## config.mk

```make
export PLATFORM = sky130hd
export DESIGN_NAME = sha256_block_sequencer
export DESIGN_NICKNAME = d
export VERILOG_FILES = /design/src/rtl/sha256_block_sequencer.sv
export SDC_FILE = /design/constraint.sdc
export NUM_CORES = 1
export LEC_CHECK = 0
export CAP_MARGIN = 10
export CORE_MARGIN = 3
export CORE_UTILIZATION = 54
export CTS_CLUSTER_DIAMETER = 150
export DETAILED_ROUTE_END_ITERATION = 10
export PLACE_DENSITY = 0.85
export SYNTH_ARGS = -nofsm -noshare
export SYNTH_HDL_FRONTEND = slang
export SYNTH_SLANG_ARGS = --single-unit
```

## constraint.sdc

```tcl
create_clock -name clk -period 3.8 [get_ports clk]
set_clock_uncertainty 0.1 [all_clocks]
set_input_delay 1.14 -clock clk [delete_from_list [all_inputs] [get_ports clk]]
set_output_delay 1.14 -clock clk [all_outputs]
set_load 0.05 [all_outputs]
```

## src/rtl/sha256_block_sequencer.sv

```systemverilog
// Control sequencer for a SHA-256 core: loads 16-word blocks, steps the compression
// rounds, accumulates the hash per block and streams the digest out.
module sha256_block_sequencer #(
    parameter int ROUNDS       = 64,
    parameter int DIGEST_WORDS = 8
) (
    input  logic        clk,
    input  logic        reset,
    input  logic        start,
    input  logic        abort,
    input  logic        w_valid,
    output logic        w_ready,
    input  logic        last,
    input  logic        digest_ready,
    output logic        digest_valid,
    output logic [3:0]  mem_in_addr,
    output logic        en_mem_in,
    output logic [5:0]  k_num,
    output logic        en_round,
    output logic        init_hash,
    output logic        add_hash,
    output logic [3:0]  mem_out_addr,
    output logic        en_mem_out,
    output logic        busy,
    output logic [15:0] blk_cnt,
    output logic        done
);

    typedef enum logic [2:0] {
        S_IDLE,
        S_INIT,
        S_LOAD,
        S_ROUND,
        S_ADD,
        S_OUT
    } state_t;

    state_t      state_q, state_d;
    logic [3:0]  mem_in_addr_q, mem_in_addr_d;
    logic [5:0]  k_num_q, k_num_d;
    logic [3:0]  mem_out_addr_q, mem_out_addr_d;
    logic [15:0] blk_cnt_q, blk_cnt_d;
    logic        last_flag_q, last_flag_d;
    logic        done_q, done_d;

    logic        round_end;
    logic        out_end;

    assign round_end = (k_num_q == 6'(ROUNDS - 1));
    assign out_end   = (mem_out_addr_q == 4'(DIGEST_WORDS - 1));

    always_ff @(posedge clk or posedge reset) begin
        if (reset) begin
            state_q        <= S_IDLE;
            mem_in_addr_q  <= '0;
            k_num_q        <= '0;
            mem_out_addr_q <= '0;
            blk_cnt_q      <= '0;
            last_flag_q    <= 1'b0;
            done_q         <= 1'b0;
        end else begin
            state_q        <= state_d;
            mem_in_addr_q  <= mem_in_addr_d;
            k_num_q        <= k_num_d;
            mem_out_addr_q <= mem_out_addr_d;
            blk_cnt_q      <= blk_cnt_d;
            last_flag_q    <= last_flag_d;
            done_q         <= done_d;
        end
    end

    always_comb begin
        state_d = state_q;
        if (abort) begin
            state_d = S_IDLE;
        end else begin
            case (state_q)
                S_IDLE:  if (start) state_d = S_INIT;
                S_INIT:  state_d = S_LOAD;
                S_LOAD:  if (w_valid && mem_in_addr_q == 4'd15) state_d = S_ROUND;
                S_ROUND: if (round_end) state_d = S_ADD;
                S_ADD:   state_d = last_flag_q ? S_OUT : S_LOAD;
                S_OUT:   if (digest_ready && out_end) state_d = S_IDLE;
                default: state_d = S_IDLE;
            endcase
        end
    end

    // Counters and flags advance alongside the state; abort wipes them all.
    always_comb begin
        mem_in_addr_d  = mem_in_addr_q;
        k_num_d        = k_num_q;
        mem_out_addr_d = mem_out_addr_q;
        blk_cnt_d      = blk_cnt_q;
        last_flag_d    = last_flag_q;
        done_d         = 1'b0;
        if (abort) begin
            mem_in_addr_d  = '0;
            k_num_d        = '0;
            mem_out_addr_d = '0;
            blk_cnt_d      = '0;
            last_flag_d    = 1'b0;
        end else begin
            case (state_q)
                S_INIT: begin
                    blk_cnt_d     = '0;
                    mem_in_addr_d = '0;
                    last_flag_d   = 1'b0;
                end
                S_LOAD: begin
                    if (w_valid) begin
                        mem_in_addr_d = mem_in_addr_q + 4'd1;
                        if (mem_in_addr_q == 4'd15) begin
                            last_flag_d = last;
                            k_num_d     = '0;
                        end
                    end
                end
                S_ROUND: k_num_d = round_end ? 6'd0 : k_num_q + 6'd1;
                S_ADD: begin
                    blk_cnt_d = blk_cnt_q + 16'd1;
                    if (last_flag_q) mem_out_addr_d = '0;
                end
                S_OUT: begin
                    if (digest_ready) begin
                        if (out_end) begin
                            mem_out_addr_d = '0;
                            done_d         = 1'b1;
                        end else begin
                            mem_out_addr_d = mem_out_addr_q + 4'd1;
                        end
                    end
                end
                default: ;
            endcase
        end
    end

    always_comb begin
        w_ready      = (state_q == S_LOAD);
        en_mem_in    = w_valid && (state_q == S_LOAD);
        en_round     = (state_q == S_ROUND);
        init_hash    = (state_q == S_INIT);
        add_hash     = (state_q == S_ADD);
        digest_valid = (state_q == S_OUT);
        en_mem_out   = (state_q == S_OUT);
        busy         = (state_q != S_IDLE);
        mem_in_addr  = mem_in_addr_q;
        k_num        = k_num_q;
        mem_out_addr = mem_out_addr_q;
        blk_cnt      = blk_cnt_q;
        done         = done_q;
    end

endmodule

```

== Word-level counts from Yosys, hierarchy flattened ==
Index checks and enable logic that the tools add are counted.

* Bits in registers: 35
* Bits of input ports: 7
* Output and inout bits: 39

* Add/subtract/negate cells: 4
* Eq/ne operators: 16
* Multiplexer cells: 30
* Reduce and logical (&&, ||, !) cells: 14

{| class="wikitable"
|+ Operators with widths
! operator !! number
|-
| case mux 16 bit (2 select lines) || 1
|-
| 2-to-1 mux 4 bit || 6
|-
| 2-to-1 mux 6 bit || 4
|-
| 2-to-1 mux 3 bit || 6
|-
| case mux 3 bit (6 select lines) || 1
|-
| adder 16 x 1 -> 16 bit (second input constant) || 1
|-
| 2-to-1 mux 16 bit || 1
|-
| case mux 4 bit (2 select lines) || 2
|-
| != test 3 x 2 -> 1 bit (second input constant) || 5
|-
| nonzero test 3 bit || 5
|-
| case mux 6 bit (2 select lines) || 1
|-
| != test 3 bit (second input constant) || 3
|-
| AND reduction 3 bit || 3
|-
| adder 4 x 1 -> 4 bit (second input constant) || 2
|-
| 2-to-1 mux 1 bit || 7
|-
| adder 6 x 1 -> 6 bit (second input constant) || 1
|-
| equality test 3 x 2 -> 1 bit (second input constant) || 2
|-
| equality test 3 bit (second input constant) || 2
|-
| equality test 6 bit (second input constant) || 1
|-
| equality test 4 x 3 -> 1 bit (second input constant) || 1
|-
| equality test 4 bit (second input constant) || 1
|-
| AND reduction 4 bit || 1
|-
| equality test 3 x 1 -> 1 bit (second input constant) || 1
|-
| logical AND 1 bit || 3
|-
| 3 further kinds || 3
|}

== Longest topological paths before layout ==
* Depth after elaboration: 5
* Gate-level depth with buffers: 7
* Depth with buffers taken out: 5

== Least setup slack after synthesis ==
Ideal clock, no wire load.

* Path kind: flip-flop to output port
* Start: register state_q[1]
* End: output init_hash
* Data arrival time: 1948 ps
* Required time: 2560 ps
* Setup slack: 612 ps
* Cell stages (with the launch flop): 3
* Cell sequence: dfrtp_1 buf_2 nor3b_1

* Word-level cells in the longest chain between the ends: 1

{| class="wikitable"
|+ Ends and longest elaborated chain
! item !! RTL line !! text
|-
| start: declaration || 38 || <nowiki>state_t state_q, state_d;</nowiki>
|-
| start signal: assignment || 62 || <nowiki>state_q <= state_d;</nowiki>
|-
| equality test 3 x 1 -> 1 bit || 143 || <nowiki>init_hash = (state_q == S_INIT);</nowiki>
|-
| end: declaration || 20 || <nowiki>output logic init_hash,</nowiki>
|}

No other way between the ends.

== Final worst setup path ==
* Start: register state_q[0]
* End: output init_hash

Same word-level chain as after synthesis.

==> metrics.yaml <==
sta:
  rsz0062_at_grt: "false"
  finalHoldViolCount: 0
  fin_setup_tns_ps: 0
  final_max_slew_viol_count: 0
  period_share_pct: 93.3
  slew_headroom_pct: 55.9
  fmax_mhz: 282
  min_period_ps: 3540
  setup_viol: 0
  worstMarginPinSlew_ps: 662
floorplanning:
  io_pins: 46
  start_util_pct: 58.4
  die_h_um: 67.3
  die-area_sq_mm: 0.00452
  die_x_um: 67.3
  num_rows: 21
  core-area_sq_mm: 0.00347
synthesis:
  syn_area_per_cell_sq_um: 9.34
  synth.area.mux_share_pct: 1.05
  synth_xor_area_share_pct: 1.73
  synth_top_family_by_area: "simple AND/OR/NAND/NOR gates"
  syn_area_sq_mm: 0.00203
  syn_nets: 228
  synth_ff_type: "dfrtp_1"
  synth_simple_gate_area_share_pct: 25.2
  yosysSeqAreaShare_pct: 43.2
  synth_cell_types: 51
  synth_fa_ha_area_share_pct: 2.47
  async_reset_ff_share_pct: 100
  synth_compound_area_share_pct: 21.5
  ys_warn_count: 0
  synth_edf_count: 0
  synth_seq_cells: 35
  syn_inst: 217
setup_path:
  worst_path_largest_cell_delay_ps: 800
  reg2reg_depth: 4
  start_kind: "flip-flop"
  cp.depth: 3
  critPathRequiredTime_ps: 2560
  cp-end-kind: "output port"
  cp_slowest_cell: "clkdlybuf4s50_1"
  cp.arrival_ps: 2300
  critPathLaunch: "state_q[0]"
  worstPathCellList: "nor3b_1, buf_4, clkdlybuf4s50_1"
  crit_type: "reg2out"
  critPathTopFamily: "buffers and inverters"
  endpoint: "init_hash"
  r2r-end: "mem_out_addr[3]"
  r2r_slack_ps: 1720
  crit_fanout: 18
  r2r-start: "state_q[0]"
  critPathBufInv: 2
power_and_ir_drop:
  p_comb_share_pct: 31.1
  pwr-share-seq_pct: 40.0
  ir_drop_v: 0.000265
  netSwitchingFraction_pct: 35.5
  p_per_area_mw_per_mm2: 397
  switching_power_mw: 0.368
  leakagePower_nw: 1.09
  p_int_mw: 0.669
  p_total_mw: 1.04
  clkPwrFrac_pct: 28.9
min_path:
  hold_class: "reg2reg"
route:
  wirelength_mm: 4.69
  drtIter0Drc: 158
  ant_nets: 0
  viasPerCell: 6.03
  vias: 1868
  drt-pass1-iter-count: 5
  wl_per_cell_um: 15.1
  drc: 0
grt:
  grt_max_degree: 36
  grt_pass1_vias: 1777
  grt_util_all_layers_pct: 23.5
  grt_overflow_total: 0
  antenna_found_initial: 0
  grt_pass1_wl_mm: 8.16
clocking:
  clk_path_buf_depth: 2
  cts_tree: "built"
  holdBufCountCts: 0
  cts_buffers: 5
  clk_pin_slew_ps: 70
  cts_setup_buffers: 0
  cts_sinks: 35
  htreeDepth: 2
  cts.repair.resized: 0
  cts_root_buffer: "clkbuf_8"
  clock_latency_ps: 290
flow_run:
  drv_cap: 0
placed_design:
  hpwl_mm: 3.23
  port_buffers: 45
  dpl-instance-area_sq_mm: 0.00251
  globalplace.congestion: 0.789
final_layout:
  nets: 274
  diodes: 0
  finish.utilization_pct: 75.3
  drive_gt1_share_pct: 9.47
  syn2layout_area_growth_pct: 28.8
  n_fill_cell: 284
  final_area_sq_mm: 0.00261
outcome:
  status: "complete, no violations"
-- how the worst min path moves through the flow --
stage,depth (start not counted),end,start
global placement,1,blk_cnt[8],blk_cnt[8]
floorplan,2,last_flag_q,last_flag_q
CTS,1,blk_cnt[4],blk_cnt[4]
finish,1,blk_cnt[4],blk_cnt[4]
detailed placement,1,blk_cnt[4],blk_cnt[4]
global route,1,mem_out_addr[0],mem_out_addr[0]
-- layout by cell type, fill, tap and decap left out, types with 2 or more instances in the layout --
cell and count:
nand2b_1 2, and2_1 2, a31o_2 3, inv_1 5, buf_4 6, o31ai_1 3
clkdlybuf4s50_1 44, and4_1 3, nor3b_1 3, dfrtp_1 35, or3_1 2, ha_1 4
nor2b_1 5, a22o_1 4, nand3_1 9, a41oi_1 2, nor3_1 4, clkbuf_8 7
o21ai_0 26, and3_1 4, nand2_1 20, nand4_1 7, nor4_1 4, a21oi_1 12
a31oi_1 9, nor2_1 10, xor2_1 3, a41o_1 2
-- Yosys cell counts (all sizes together) (3+ instances only) --
cell type   n  area (sq um)
a21oi      12          60.1
a22o        4          35.0
a31o        3          26.3
a31oi       9          56.3
and3        4          25.0
and4        3          26.3
buf         8          63.8
clkbuf      4          15.0
dfrtp      35           876
ha          4          50.1
inv         5          18.8
nand2      20          75.1
nand3       9          45.0
nand4       7          43.8
nor2       10          37.5
nor2b       5          31.3
nor3        4          20.0
nor3b       4          35.0
nor4        4          25.0
o21ai      27           135
o31ai       3          22.5
xor2        3          26.3
-- state kept, by name, summed over array words and instances (netlist names) --
signal,flops
mem_in_addr,4
k_num,6
mem_out_addr,4
blk_cnt,16
last_flag_q,1
done,1
state_q,3
-- worst register-to-register path: stages, from the launching register on --
cell	delay (ps)
dfrtp_1	770
and4bb_2	400
o21ai_0	140
or4_1	520
nand3_1	90
-- through the flow --
| step | worst slack, ps | instances | hold WS [ps] |
|---|---|---|---|
| 6_report | 256 | 310 | 439 |
| 5_1_grt | 135 | 310 | 468 |
| 4_1_cts | 264 | 310 | 438 |
| 3_5_place_dp | 361 | 302 | 427 |
| 3_3_place_gp | 376 | 302 | 409 |
| 2_1_floorplan | 612 | 217 | 459 |
-- layer usage --
| layer | share of wire (%) | GRT usage, % | vias to the layer above |
|---|---|---|---|
| met5 | 0 | 0 | - |
| met4 | 1.0 | 6.84 | 0 |
| met3 | 6.0 | 7.99 | 8 |
| met2 | 49 | 37.3 | 58 |
| met1 | 44 | 30.3 | 897 |
| li1 | - | - | 905 |
-- cell families (layout without fill, tap and decap cells) --
logic type | after synthesis | count (layout)
multiplexers | 2 | 2
flip-flops | 35 | 35
AND/OR/NAND/NOR | 85 | 85
buffers and inverters | 17 | 64
XOR/XNOR | 4 | 4
AO/OA/AOI/OAI | 70 | 70
adder cells (fa/ha/maj) | 4 | 4
-- power by group through the flow --
stage               combinational, mW  sequential [mW]  clock [mW]
floorplan                       0.221            0.421           0
global placement                0.316            0.421           0
detailed placement              0.319            0.421           0
CTS                             0.323            0.414       0.302
global route                    0.352            0.417       0.319
finish                          0.322            0.415       0.300
-- layout make-up --
| cell class | instances | area [sq um] | area share [%] |
|---|---|---|---|
| clock buffer | 8 | 100 | 3.83 |
| timing repair buffer | 51 | 505 | 19.4 |
| multi-input combinational | 165 | 1050 | 40.3 |
| sequential | 35 | 876 | 33.5 |
| tap | 46 | 57.6 | 2.20 |
| inverter | 5 | 18.8 | 0.719 |
(Power assumes the default switching activity.)
